[src/rtl/loader_pkg.sv]
// loader_pkg: shared state encoding, word width and default base address
// for the program loader and the processor PC reset value.
package loader_pkg;
    localparam int WORD_W = 16;
    localparam logic [WORD_W-1:0] DEFAULT_BASE_ADDR = 16'h0000;
    typedef enum logic [2:0] {IDLE, LOAD, CHECK, DONE, ERR} state_e;
endpackage

[src/rtl/loader_addr_counter.sv]
// loader_addr_counter: loadable RAM write address and accepted-word counter,
// with 16-bit wrap on the address and an image-size limit compare.
module loader_addr_counter
    import loader_pkg::*;
#(
    parameter logic [WORD_W-1:0] BASE_ADDR = DEFAULT_BASE_ADDR,
    parameter int                MAX_WORDS = 1024
) (
    input  logic              clk,
    input  logic              reset,
    input  logic              load_i,
    input  logic              inc_i,
    output logic [WORD_W-1:0] addr_o,
    output logic [WORD_W-1:0] count_o,
    output logic              at_limit_o
);
    localparam logic [WORD_W-1:0] LIMIT = WORD_W'(MAX_WORDS - 1);
    logic [WORD_W-1:0] addr_q, addr_d, count_q, count_d;
    always_comb begin
        addr_d  = load_i ? BASE_ADDR : inc_i ? addr_q + 16'd1 : addr_q;
        count_d = load_i ? '0 : inc_i ? count_q + 16'd1 : count_q;
    end
    always_ff @(posedge clk) begin
        if (reset) begin
            addr_q  <= BASE_ADDR;
            count_q <= '0;
        end else begin
            addr_q  <= addr_d;
            count_q <= count_d;
        end
    end
    assign addr_o     = addr_q;
    assign count_o    = count_q;
    assign at_limit_o = count_q == LIMIT;
endmodule

[src/rtl/program_loader.sv]
// program_loader: streams host words into the RAM write port and holds the CPU
// in reset until an image is loaded. LOADER_CHECKSUM_EN adds a trailing checksum beat.
module program_loader
    import loader_pkg::*;
#(
    parameter logic [WORD_W-1:0] BASE_ADDR = DEFAULT_BASE_ADDR,
    parameter int                MAX_WORDS = 1024,
    parameter int                DATA_W    = WORD_W
) (
    input  logic              clk,
    input  logic              reset,
    input  logic              start,
    input  logic              host_valid,
    input  logic [DATA_W-1:0] host_word,
    input  logic              host_last,
    output logic              host_ready,
    output logic              ram_wrEN,
    output logic [WORD_W-1:0] ram_write_address,
    output logic [DATA_W-1:0] ram_write_value,
    output logic              cpu_hold,
    output logic              load_done,
    output logic              load_error,
    output logic [WORD_W-1:0] word_count
);
`ifdef LOADER_CHECKSUM_EN
    localparam state_e LAST_NEXT = CHECK;
`else
    localparam state_e LAST_NEXT = DONE;
`endif
    state_e            state_q, state_d;
    logic              accept, data_beat, ctr_load, at_limit;
    logic [WORD_W-1:0] addr, wr_addr_q, wr_addr_d;
    logic [DATA_W-1:0] wr_val_q, wr_val_d;
    logic              wr_en_q, wr_en_d, hold_q, hold_d, done_q, done_d, err_q, err_d;
    assign host_ready = state_q == LOAD || state_q == CHECK;
    assign accept     = host_valid & host_ready;
    assign data_beat  = accept & (state_q == LOAD);
    assign ctr_load   = start & ~host_ready;
    loader_addr_counter #(.BASE_ADDR(BASE_ADDR), .MAX_WORDS(MAX_WORDS)) u_ctr (
        .clk       (clk),
        .reset     (reset),
        .load_i    (ctr_load),
        .inc_i     (data_beat),
        .addr_o    (addr),
        .count_o   (word_count),
        .at_limit_o(at_limit)
    );
`ifdef LOADER_CHECKSUM_EN
    logic [DATA_W-1:0] sum_q, sum_d;
    assign sum_d = ctr_load ? '0 : data_beat ? sum_q + host_word : sum_q;
    always_ff @(posedge clk) sum_q <= reset ? '0 : sum_d;
`endif
    always_comb begin
        state_d = state_q;
        if (ctr_load) state_d = LOAD;
        else if (data_beat) state_d = host_last ? LAST_NEXT : at_limit ? ERR : LOAD;
`ifdef LOADER_CHECKSUM_EN
        else if (accept) state_d = host_word == sum_q ? DONE : ERR;
`endif
        wr_en_d   = data_beat;
        wr_addr_d = data_beat ? addr : wr_addr_q;
        wr_val_d  = data_beat ? host_word : wr_val_q;
        // Release only once DONE is already registered, so the final write pulse precedes it.
        done_d    = state_q == DONE && state_d == DONE;
        hold_d    = ~done_d;
        err_d     = state_d == ERR;
    end
    always_ff @(posedge clk) begin
        if (reset) begin
            state_q   <= IDLE;
            wr_en_q   <= 1'b0;
            wr_addr_q <= BASE_ADDR;
            wr_val_q  <= '0;
            hold_q    <= 1'b1;
            done_q    <= 1'b0;
            err_q     <= 1'b0;
        end else begin
            state_q   <= state_d;
            wr_en_q   <= wr_en_d;
            wr_addr_q <= wr_addr_d;
            wr_val_q  <= wr_val_d;
            hold_q    <= hold_d;
            done_q    <= done_d;
            err_q     <= err_d;
        end
    end
    assign ram_wrEN          = wr_en_q;
    assign ram_write_address = wr_addr_q;
    assign ram_write_value   = wr_val_q;
    assign cpu_hold          = hold_q;
    assign load_done         = done_q;
    assign load_error        = err_q;
endmodule
[config.mk]
export PLATFORM = sky130hd
export DESIGN_NAME = program_loader
export DESIGN_NICKNAME = d
export VERILOG_FILES = /design/src/rtl/loader_pkg.sv /design/src/rtl/loader_addr_counter.sv /design/src/rtl/program_loader.sv
export SDC_FILE = /design/constraint.sdc
export NUM_CORES = 1
export LEC_CHECK = 0
export BUFFER_PORTS_ARGS = -buffer_cell sky130_fd_sc_hd__buf_2
export CORE_UTILIZATION = 37
export CTS_CLUSTER_SIZE = 8
export DETAILED_ROUTE_END_ITERATION = 12
export SLEW_MARGIN = 5
export SYNTH_ARGS = -nofsm -noshare
export SYNTH_HDL_FRONTEND = slang
export SYNTH_SLANG_ARGS = --single-unit
[constraint.sdc]
create_clock -name clk -period 1.6 [get_ports clk]
set_clock_uncertainty 0.05 [all_clocks]
set_input_delay 0.24 -clock clk [delete_from_list [all_inputs] [get_ports clk]]
set_output_delay 0.24 -clock clk [all_outputs]
set_load 0.02 [all_outputs]
### Yosys cells after proc, flatten, opt, wreduce, memory -nomap -nowiden

Index checks and enable logic that the tools add are counted.

* register bits: 71

* add/subtract/negate cells: 2
* equal/unequal tests: 6
* muxes and demuxes: 4
* bitwise operators: 5
* reduce and logical (&&, ||, !) cells: 3

Operators with widths (number)
* $add A16 B1 Y16 const B: 2
* $eq A16 B10 Y1 const B: 1
* $mux W3: 4
* $eq A3 B2 Y1 const B: 3
* $and A1 B1 Y1: 3
* $eq A3 B1 Y1 const B: 1
* $eq A3 B3 Y1 const B: 1
* $not A1 Y1: 2
* $reduce_or A2 Y1: 1
* $logic_and A1 B1 Y1: 1
* $logic_or A1 B1 Y1: 1

### Logic depth before layout (Yosys ltp)

Gate-level depths: netlist of the first run.

* depth in word-level cells: 9
* gate-level depth with buffers: 6
* mapped depth without buffers: 5

### Hierarchy

A second synthesis of the first run with hierarchy kept.

* cell total of the unflattened synthesis: 343
* area total of the unflattened synthesis: 2981.6 µm²

By module, submodules not included
* loader_addr_counter: instances 1, cells an instance 173, area each 1500.2 µm², seq. area each 640.6 µm²
* program_loader: instances 1, cells an instance 170, area each 1481.4 µm², seq. area each 780.7 µm²

### Worst setup path after synthesis of the first run

Ideal clock, no wire load.

* kind: reg-to-reg
* from: register u_ctr.addr_q[5], in the netlist u_ctr.addr_o[5]
* to: register u_ctr.addr_q[15], in the netlist u_ctr.addr_o[15]
* arrival: 1.590 ns
* required time: 1.480 ns
* slack: -0.110 ns
* cell stages (with the launch flop): 6
* clock period less this slack: 1.710 ns
* path through: dfxtp_1 -> nand4_2 -> or3_1 -> buf_2 -> or4_1 -> a21oi_1

* longest elaborated chain between the ends: 1

RTL lines
* start: declaration: line loader_addr_counter.sv:18 `logic [WORD_W-1:0] addr_q, addr_d, count_q, count_d;`
* start signal: assignment: line loader_addr_counter.sv:28 `addr_q <= addr_d;`
* $add A16 B1 Y16: line loader_addr_counter.sv:20 `addr_d = load_i ? BASE_ADDR : inc_i ? addr_q + 16'd1 : addr_q;`

No other way between the ends.
A chain may end at the register's enable or synchronous reset.

### Worst setup path in the final report of the first run

* from: register state_q[1]
* to: register u_ctr.count_q[15], in the netlist u_ctr.count_o[15]

* longest elaborated chain between the ends: 5
* elaborated cells between the ends (all ways): 8
* those cells by class: eq/ne (2); bitwise (4); reduce/logical (2)

RTL lines
* start: declaration: line program_loader.sv:30 `state_e state_q, state_d;`
* start signal: assignment: line program_loader.sv:78 `state_q <= state_d;`
* $eq A3 B1 Y1 or $eq A3 B2 Y1 (tied branches): line program_loader.sv:35, program_loader.sv:37
* $logic_or A1 B1 Y1: line program_loader.sv:35 `assign host_ready = state_q == LOAD || state_q == CHECK;`
* $not A1 Y1: line program_loader.sv:38 `assign ctr_load = start & ~host_ready;`
* $and A1 B1 Y1: line program_loader.sv:38
* $reduce_or A2 Y1 (no line)
* end signal: assignment: line loader_addr_counter.sv:29 `count_q <= count_d;`
* end: declaration: line loader_addr_counter.sv:18

Several ways; a longest one is shown, not always the timed one.

==> results of run 1 <==
==> power by group through the flow <==
stage	Sequential (mW)	Clock [mW]	Combinational, mW
2_1_floorplan	1.87	0	0.117
3_3_place_gp	1.84	0	0.261
3_5_place_dp	1.84	0	0.264
4_1_cts	1.80	1.71	0.271
5_1_grt	1.80	1.79	0.305
6_report	1.80	1.67	0.275
==> cell usage in the layout (no fill, tap or decap), types with 2 or more instances in the layout <==
master / netlist / layout
nor3_1: 4 / 3
nor4_1: 10 / 2
and2_1: 2 / 2
nor2b_1: 2 / 2
nand3_1: 10 / 10
nand2_1: 76 / 76
nand4_1: 14 / 14
bufinv_16: 0 / 2
or4_4: 0 / 2
clkinv_2: 0 / 2
xnor2_1: 15 / 15
a21oi_1: 42 / 39
a21oi_2: 0 / 3
nor2_1: 27 / 27
xor2_1: 9 / 9
or3_1: 6 / 4
dfxtp_4: 0 / 3
dfxtp_2: 0 / 10
dfxtp_1: 71 / 58
inv_1: 6 / 6
buf_12: 0 / 2
or3_4: 0 / 2
buf_4: 0 / 42
buf_2: 2 / 73
o21ai_0: 4 / 4
and3_1: 4 / 4
o31ai_1: 3 / 3
clkbuf_8: 0 / 10
nor4_4: 0 / 3
nor4_2: 0 / 5
==> timing repair <==
action	4_1_cts	5_1_grt
setup buffers	2	3
pin swaps	0	6
gates resized for setup	6	18
setup endpoints to repair	7	15
hold buffers	0	0
==> stage by stage <==
stage               power (mW)  setup slack [ps]  hold slack (ps)
global placement          2.10             -3.25              389
CTS                       3.78             -4.68             64.3
floorplan                 1.99             -7.65              326
global route              3.89              -131             76.7
finish                    3.74             -57.2             84.6
detailed placement        2.10             -29.4              394
==> cells by family (layout without fill, tap and decap cells) <==
| logic type | Yosys count | count (layout) | synth area share (%) |
|---|---|---|---|
| fa+ha+maj | 2 | 2 | 0.882 |
| simple gates | 165 | 165 | 28.0 |
| buf+inv | 25 | 139 | 3.39 |
| flops | 71 | 71 | 50.1 |
| compound gates | 54 | 54 | 10.2 |
| xor+xnor | 24 | 24 | 7.41 |
==> how the worst max path moves through the flow <==
stage / start / endpoint / slack, ps / cells after the start
after floorplan: u_ctr.addr_o[8] / u_ctr.addr_o[15] / -8 / 5
after global placement: state_q[0] / u_ctr.addr_o[11] / -3 / 6
after detailed placement: state_q[0] / u_ctr.addr_o[11] / -30 / 6
after CTS: state_q[2] / u_ctr.count_o[14] / -5 / 5
after global routing: state_q[1] / u_ctr.count_o[15] / -130 / 4
final: state_q[1] / u_ctr.count_o[15] / -60 / 4
==> layout make-up <==
| cell class | instances | area share [%] |
|---|---|---|
| well taps | 99 | 3.09 |
| clock inverters | 5 | 1.94 |
| inverters | 6 | 0.563 |
| repair buffers | 117 | 18.0 |
| multi-input cells | 245 | 36.2 |
| flip-flops and latches | 71 | 36.1 |
| clock buffers | 11 | 4.06 |
==> metal layers <==
metal	wire (um)	vias up	track usage, %
li1	-	1390	-
met1	3320	1205	23.3
met2	2990	68	27.3
met3	315	5	4.48
met4	97	0	7.94
met5	0	-	0
==> flip-flops by register name, summed over array words and instances (netlist names) <==
name               cells
ram_write_value       16
u_ctr.addr_o          16
u_ctr.count_o         16
ram_write_address     16
ram_wrEN               1
state_q                3
load_error             1
cpu_hold               1
load_done              1
==> worst max-delay path, stage by stage, from the launching register on <==
cell and delay [ps]:
dfxtp_2 320, and4bb_4 370, nand4_1 160, or4_4 550
a21oi_2 130
==> qor.yml, run 1 <==
detailed_routing:
  via_per_inst: 4.82
  wl_um: 6720
  drt_pass1_iterations: 4
  drtIter0Drc: 116
  drc: 0
  vias: 2668
  wire_per_inst_um: 12.1
  antenna_left: 0
global_routing:
  antenna_found_initial: 0
  grt_pass1_vias: 2360
  grt_pass1_wl_um: 10800
  grt_overflow: 0
  grt_usage_pct: 17.7
  grt_max_degree: 34
setup_path:
  rrSetupSlack_ps: -60
  startpoint_type: "flop"
  timing.rr.end: "u_ctr.count_o[15]"
  cp_max_fo: 6
  critPathKind: "reg2reg"
  r2r_cells: 4
  cp.required_ps: 1820
  reg2reg_from: "state_q[1]"
  critical_path_arrival_ps: 1880
  endpoint_kind: "flop"
placed_design:
  place_area_sq_um: 3600
  dp_hpwl_um: 4590
  routabilityCongestion: 0.820
  numPortBuffers: 73
  dpl.cell_count: 533
power:
  leakagePower_nw: 1.64
  p_sw_mw: 0.840
  p_clk_share_pct: 44.6
  ir_drop_v: 0.000424
  pwr-share-comb_pct: 7.3
  p_seq_share_pct: 48.0
  p_sw_share_pct: 22.5
  cellPowerDensity_nw_per_um2: 935
  internal_power_mw: 2.90
job:
  max_cap_violations: 0
sta:
  fmax_mhz: 603
  drv_slew: 0
  slew-limit-headroom_pct: 74.5
  period_needed_ps: 1660
  worst_pin_slew_ps: 381
  final.period_utilization_pct: 104
  setup_violations: 1
  finalSetupTns_ps: -57.2
  rsz0062_at_grt: "true"
  setup_ws_ps: -57.2
  finalHoldViolCount: 0
hold_path:
  whs_path_depth: 3
  min_path_type: "in2reg"
  worstHoldStart: "host_word[12]"
  min_to: "ram_write_value[12]"
floorplanning:
  fp.dieW_um: 89.6
  die_h_um: 89.6
  io_pins: 74
  rows: 31
  initial_core_util_pct: 38.7
  core_area_sq_um: 7330
  dieArea_sq_um: 8020
synth:
  yosysSeqAreaShare_pct: 50.1
  yosys-top-cells-area: "dfxtp_1 50%, nand2_1 10%, a21oi_1 7.4%, xnor2_1 4.6%, nor2_1 3.6%"
  synth_top_cell_by_area: "dfxtp_1"
  synth-seq-cells: 71
  async_reset_ff_share_pct: 0
  ys.flop_type: "dfxtp_1"
  synth_nets: 364
  synth_cell_types: 34
  synth_edf_count: 0
  syn_area_sq_um: 2840
  avgSynthCellArea_sq_um: 8.32
  synth_top_area_share_pct: 50.1
  synth.most_common_cell: "nand2_1"
  yosys_warnings: 0
  synth_commonest_cells: "76 x nand2_1, 71 x dfxtp_1, 42 x a21oi_1, 27 x nor2_1, 16 x clkbuf_1"
  syn_inst: 341
final_layout:
  multiInputGateArea_sq_um: 1450
  seq_area_sq_um: 1450
  final_cells: 554
  nets: 473
  diodes: 0
  final_area_sq_um: 4000
  utilization_pct: 54.6
  nFillCells: 666
  drive_gt1_share_pct: 36.7
  syn2layout_area_growth_pct: 41.0
clock_network:
  cts_num_sinks: 71
  cts_made_buffers: 9
  cts_max_path_buffers: 2
  cts_root_buf: "clkbuf_8"
  clkLatencyLatePin_ps: 340
  h-tree-depth: 3
  clkTransAtPathRegs_ps: 70
  cts_tree: "yes"
outcome:
  violations: "setup timing"
  status: "finished with violations"
Power figures use the tool's default switching activity.
==> run 2: changes to the inputs <==
--- a/config.mk
+++ b/config.mk
@@ -7,9 +7,10 @@
 export LEC_CHECK = 0
 export BUFFER_PORTS_ARGS = -buffer_cell sky130_fd_sc_hd__buf_2
 export CORE_UTILIZATION = 37
-export CTS_CLUSTER_SIZE = 8
+export CTS_CLUSTER_SIZE = 16
 export DETAILED_ROUTE_END_ITERATION = 12
 export SLEW_MARGIN = 5
 export SYNTH_ARGS = -nofsm -noshare
 export SYNTH_HDL_FRONTEND = slang
+export SYNTH_HIERARCHICAL = 1
 export SYNTH_SLANG_ARGS = --single-unit
==> qor.yml, run 2 <==
sta:
  final.period_utilization_pct: 96.1  # -7.5 points
  slew-limit-headroom_pct: 75.3  # +0.82 points
  fmax_mhz: 651  # +7.8%
  finalHoldViolCount: 0  # unchanged
  setup_violations: 0  # -1
  worst_pin_slew_ps: 370  # -11.2 ps
  drv_slew: 0  # unchanged
  period_needed_ps: 1540  # -120 ps
clock_network:
  cts_tree: "yes"
  clkTransAtPathRegs_ps: 80  # about the same
  h-tree-depth: 3  # unchanged
  clkLatencyLatePin_ps: 340  # about the same
  cts_max_path_buffers: 2  # unchanged
  cts_root_buf: "clkbuf_8"
  cts_num_sinks: 71  # unchanged
  cts_made_buffers: 9  # unchanged
setup_path:
  critical_path_arrival_ps: 1770  # -110 ps
  startpoint_type: "flop"
  cp.required_ps: 1830  # about the same
  endpoint_kind: "flop"
  cp_max_fo: 7  # +1
  r2r_cells: 6  # +2
  critPathKind: "reg2reg"
power:
  p_sw_share_pct: 25.4  # +2.9 points
  cellPowerDensity_nw_per_um2: 835  # -11%
  internal_power_mw: 2.44  # -16%
  p_clk_share_pct: 36.7  # -7.9 points
  p_sw_mw: 0.830  # -1.2%
  leakagePower_nw: 1.62  # -1.3%
  pwr-share-comb_pct: 8.1  # +0.8 points
  ir_drop_v: 0.000434  # +2.3%
  p_seq_share_pct: 55.1  # +7.1 points
  power_mw: 3.27  # -13%
global_routing:
  grt_pass1_vias: 2347  # -0.55%
  antenna_found_initial: 0  # unchanged
  grt_max_degree: 34  # unchanged
  grt_pass1_wl_um: 10900  # +0.45%
  grt_overflow: 0  # unchanged
  grt_usage_pct: 16.2  # -1.5 points
synth:
  synth_commonest_cells: "77 x nand2_1, 71 x dfxtp_1, 36 x nor2_1, 22 x a21oi_1, 18 x a21oi_2"
  syn_area_sq_um: 2980  # +5.1%
  synth_edf_count: 0  # unchanged
  synth-seq-cells: 71  # unchanged
  synth.most_common_cell: "nand2_1"
  syn_inst: 343  # +0.59%
  ys.flop_type: "dfxtp_1"
  synth_top_area_share_pct: 47.7  # -2.4 points
  yosys-top-cells-area: "dfxtp_1 48%, nand2_1 9.7%, a21oi_2 5.3%, nor2_1 4.5%, a21oi_1 3.7%"
  yosys_warnings: 6  # +6
  yosysSeqAreaShare_pct: 47.7  # -2.4 points
  async_reset_ff_share_pct: 0  # unchanged
  avgSynthCellArea_sq_um: 8.69  # +4.5%
  synth_top_cell_by_area: "dfxtp_1"
  synth_nets: 366  # +0.55%
  synth_cell_types: 41  # +21%
floorplanning:
  dieArea_sq_um: 8420  # +5.0%
  core_area_sq_um: 7770  # +6.0%
  rows: 32  # +3.2%
  io_pins: 74  # unchanged
  die_h_um: 91.8  # +2.5%
  initial_core_util_pct: 38.4  # -0.32 points
  fp.dieW_um: 91.8  # +2.5%
final_layout:
  diodes: 0  # unchanged
  syn2layout_area_growth_pct: 31.4
  utilization_pct: 50.5  # -4.1 points
  layout_common_cells: "77 x nand2_1, 72 x buf_2, 59 x dfxtp_1, 35 x buf_4, 31 x nor2_1"
  drive_gt1_share_pct: 39.7  # +3.0 points
  nets: 470  # -0.63%
  final_area_sq_um: 3920  # -2.1%
  final_common_cell: "nand2_1"
placed_design:
  place_area_sq_um: 3640  # +0.90%
  routabilityCongestion: 0.766  # -6.6%
  numPortBuffers: 73  # unchanged
  dp_hpwl_um: 4500  # -2.0%
outcome:
  status: "finished, final reports clean"
detailed_routing:
  vias: 2640  # -1.0%
  drtIter0Drc: 88  # -24%
  via_per_inst: 4.77  # -0.87%
  antenna_left: 0  # unchanged
  wire_per_inst_um: 11.6  # -4.3%
  drt_pass1_iterations: 4  # unchanged
  wl_um: 6420  # -4.5%
  drc: 0  # unchanged
job:
  max_cap_violations: 0  # unchanged
hold_path:
  min_path_type: "in2reg"
  whs_path_depth: 3  # unchanged
run 2: cell count changes after synthesis, moves of 4 or more:
| cell | delta |
|---|---|
| buf_6 | +5 |
| nor2_1 | +9 |
| a21oi_1 | -20 |
| xnor2_1 | -4 |
| a21oi_2 | +18 |
| clkbuf_1 | -13 |
| buf_4 | +5 |
| mux2i_1 | +4 |
| nor4_1 | -6 |
run 2: path summary, 6_finish.rpt:
check,startpoint,endpoint,slack [ps]
min,host_word[12],ram_write_value[12],70
max reg2reg,state_q[2],u_ctr/addr_o[13],60
max,state_q[2],u_ctr/addr_o[13],60
min reg2reg,ram_write_value[0],ram_write_value[0],400
run 2: per-layer routing:
layer | wire length, um | vias up | GRT usage, %
met5 | 0 | - | 0
met4 | 66 | 0 | 5.60
met2 | 2850 | 70 | 26.2
met1 | 3130 | 1200 | 20.2
met3 | 370 | 7 | 5.47
li1 | - | 1363 | -
run 2: cell families after synthesis:
kind of cell,Yosys count,synth area share (%)
and+or+nand+nor,168,26.7
xor gates and xnor gates,22,6.46
AOI/OAI and AO/OA,51,11.7
DFF,71,47.7
muxes,4,1.34
adders and majority gates,2,0.839
buffers and inverters,25,5.33
run 2: worst max-delay path: stages (launching register included):
cell and delay (ps):
dfxtp_2 320, nand4bb_4 230, clkinv_4 90, and4_4 230, nand4_1 90, or3_1 340, a21oi_2 120
run 2: timing repair:
item	CTS	global route
pin swaps	0	4
endpoints found under the setup margin	2	34
buffers inserted	0	3
gates resized for setup	2	22
hold buffers	0	0
run 2: layout make-up:
class / instances / area (sq um)
fill: 760 / 3850
multi-input combinational: 247 / 1490
sequential: 71 / 1440
inverter: 7 / 31.3
clock inverter: 6 / 38.8
clock buffer: 9 / 124
tap: 102 / 128
timing repair buffer: 111 / 672
run 2: per-stage QoR:
| stage | hold WS (ps) | TNS [ps] | std cells | worst slack, ps |
|---|---|---|---|---|
| floorplan | 301 | -453 | 343 | -150 |
| global placement | 389 | 0 | 535 | 8.54 |
| detailed placement | 393 | -64.1 | 535 | -50.4 |
| CTS | 59.3 | -32.7 | 550 | -14.9 |
| global route | 56.8 | -32.2 | 553 | -16.7 |
| finish | 73.5 | 0 | 553 | 62.9 |
run 2: power by group through the flow:
stage | Combinational [mW] | Clock, mW | Sequential [mW]
3_3_place_gp | 0.237 | 0 | 1.84
5_1_grt | 0.293 | 1.32 | 1.81
3_5_place_dp | 0.240 | 0 | 1.84
4_1_cts | 0.243 | 1.25 | 1.80
2_1_floorplan | 0.140 | 0 | 1.87
6_report | 0.266 | 1.20 | 1.80
==> run 3: changes to the inputs <==
--- a/config.mk
+++ b/config.mk
@@ -9,6 +9,7 @@
 export CORE_UTILIZATION = 37
 export CTS_CLUSTER_SIZE = 16
 export DETAILED_ROUTE_END_ITERATION = 12
+export PLACE_DENSITY_LB_ADDON = 0.05
 export SLEW_MARGIN = 5
 export SYNTH_ARGS = -nofsm -noshare
 export SYNTH_HDL_FRONTEND = slang
==> qor.yml, run 3 (synthesis results as in run 2) <==
outcome:
  status: "finished, final reports clean"
detailed_routing:
  drtIter0Drc: 64  # -27%
  vias: 2621  # -0.72%
  wl_um: 6680  # +3.9%
  wire_per_inst_um: 12.1  # +3.8%
  via_per_inst: 4.73  # -0.90%
  antenna_left: 0  # unchanged
  drc: 0  # unchanged
  drt_pass1_iterations: 4  # unchanged
floorplanning:
  io_pins: 74  # unchanged
  initial_core_util_pct: 38.4  # unchanged
  fp.dieW_um: 91.8  # unchanged
  die_h_um: 91.8  # unchanged
  dieArea_sq_um: 8420  # unchanged
  rows: 32  # unchanged
  core_area_sq_um: 7770  # unchanged
global_routing:
  grt_overflow: 0  # unchanged
  grt_usage_pct: 17.1  # +0.89 points
  antenna_found_initial: 0  # unchanged
  grt_pass1_wl_um: 11400  # +4.9%
  grt_max_degree: 38  # +12%
  grt_pass1_vias: 2538  # +8.1%
power:
  p_sw_share_pct: 24.4  # -0.92 points
  leakagePower_nw: 1.64  # +1.6%
  power_mw: 3.35  # +2.5%
  p_sw_mw: 0.820  # -1.2%
  ir_drop_v: 0.000394  # -9.4%
  pwr-share-comb_pct: 7.7  # -0.4 points
  p_seq_share_pct: 53.8  # -1.3 points
  internal_power_mw: 2.53  # +3.8%
  p_clk_share_pct: 38.4  # +1.7 points
  cellPowerDensity_nw_per_um2: 847  # +1.4%
placed_design:
  place_ws_ps: -18.9  # +31.5 ps
  dp_hpwl_um: 4570  # +1.6%
  routabilityCongestion: 0.774  # +1.1%
  numPortBuffers: 73  # unchanged
  place_area_sq_um: 3640  # unchanged
sta:
  fmax_mhz: 641  # -1.5%
  period_needed_ps: 1560  # +22.6 ps
  final.period_utilization_pct: 97.5  # +1.4 points
  worst_pin_slew_ps: 492  # +123 ps
  setup_ws_ps: 40.2  # -22.6 ps
  rsz0062_at_grt: "true"
  slew-limit-headroom_pct: 67.2  # -8.2 points
  drv_slew: 0  # unchanged
  finalHoldViolCount: 0  # unchanged
  setup_violations: 0  # unchanged
clock_network:
  clkLatencyLatePin_ps: 340  # about the same
  cts_num_sinks: 71  # unchanged
  cts_root_buf: "clkbuf_8"
  holdBufCountCts: 0  # unchanged
  clkTransAtPathRegs_ps: 70  # about the same
  cts_max_path_buffers: 2  # unchanged
  cts_tree: "yes"
  cts_made_buffers: 9  # unchanged
  h-tree-depth: 3  # unchanged
setup_path:
  reg2reg_from: "state_q[2]"
  timing.rr.end: "u_ctr/addr_o[13]"
  critPathKind: "reg2reg"
  startpoint_type: "flop"
  r2r_cells: 6  # unchanged
  critical_path_arrival_ps: 1790  # +20 ps
  endpoint_kind: "flop"
  cp_max_fo: 6  # -1
  rrSetupSlack_ps: 40  # -20 ps
  cp.required_ps: 1830  # about the same
final_layout:
  drive_gt1_share_pct: 38.9  # -0.75 points
  final_area_sq_um: 3960  # +1.1%
  nFillCells: 798  # +5.0%
  nets: 470  # unchanged
  diodes: 0  # unchanged
  layout_common_cells: "77 x nand2_1, 73 x buf_2, 60 x dfxtp_1, 34 x buf_4, 33 x nor2_1"
  syn2layout_area_growth_pct: 32.9
  final_common_cell: "nand2_1"
hold_path:
  min_path_type: "in2reg"
  min_to: "ram_write_value[9]"
  worstHoldStart: "host_word[9]"
  whs_path_depth: 3  # unchanged
job:
  max_cap_violations: 0  # unchanged
-- run 3: cell count changes in the layout (fill, tap and decap cells not counted), moves of 2 or more --
cell,before,now
nor2_2,3,1
clkbuf_1,0,2
clkbuf_8,9,11
nor2_1,31,33
-- run 3: worst max-delay path by stage --
stage,to,cells after the start,slack (ps),from
2_1_floorplan,u_ctr/addr_o[13],10,-150,state_q[0]
3_3_place_gp,u_ctr/addr_o[13],6,10,state_q[2]
3_5_place_dp,u_ctr/addr_o[13],6,-20,state_q[2]
4_1_cts,u_ctr/addr_o[15],6,10,state_q[1]
5_1_grt,state_q[0],6,-70,u_ctr/count_o[1]
6_report,u_ctr/addr_o[13],6,40,state_q[2]
-- run 3: power groups by stage --
stage          clock network, mW  logic (mW)  registers (mW)
3_3_place_gp                   0       0.242            1.84
2_1_floorplan                  0       0.140            1.87
4_1_cts                     1.35       0.247            1.80
6_report                    1.29       0.259            1.81
3_5_place_dp                   0       0.243            1.85
5_1_grt                     1.42       0.287            1.81
-- run 3: repair_timing --
action / 4_1_cts / 5_1_grt
resized for setup: 3 / 22
buffers inserted: 1 / 2
pin swaps: 1 / 7
endpoints found under the setup margin: 4 / 34
-- run 3: through the flow --
stage	TNS [ps]	hold WS (ps)	utilization (%)	std cells
2_1_floorplan	-453	301	-	343
3_3_place_gp	0	389	46.8	535
3_5_place_dp	-30.8	394	46.8	535
4_1_cts	0	61.6	49.5	552
5_1_grt	-287	74.2	51.0	554
6_report	0	78.8	51.0	554
-- run 3: layer usage --
layer / global-route usage [%] / routed length (um) / up-vias
met1: 21.6 / 3340 / 1198
met4: 8.59 / 140 / 0
li1: - / - / 1358
met3: 4.06 / 267 / 10
met2: 27.3 / 2930 / 55
met5: 0 / 0 / -
-- run 3: layout make-up --
type	count	area, sq um	area share (%)
tap	102	128	3.22
sequential	71	1440	36.2
multi-input combinational	247	1520	38.4
timing repair buffer	111	669	16.9
clock buffer	13	159	4.01
inverter	7	31.3	0.789
clock inverter	3	17.5	0.442
-- run 3: worst max-delay path: stages (launching register included) --
cell	delay (ps)
dfxtp_2	330
nand4bb_4	240
clkinv_4	90
and4_4	240
nand4_1	90
or3_1	340
a21oi_2	110
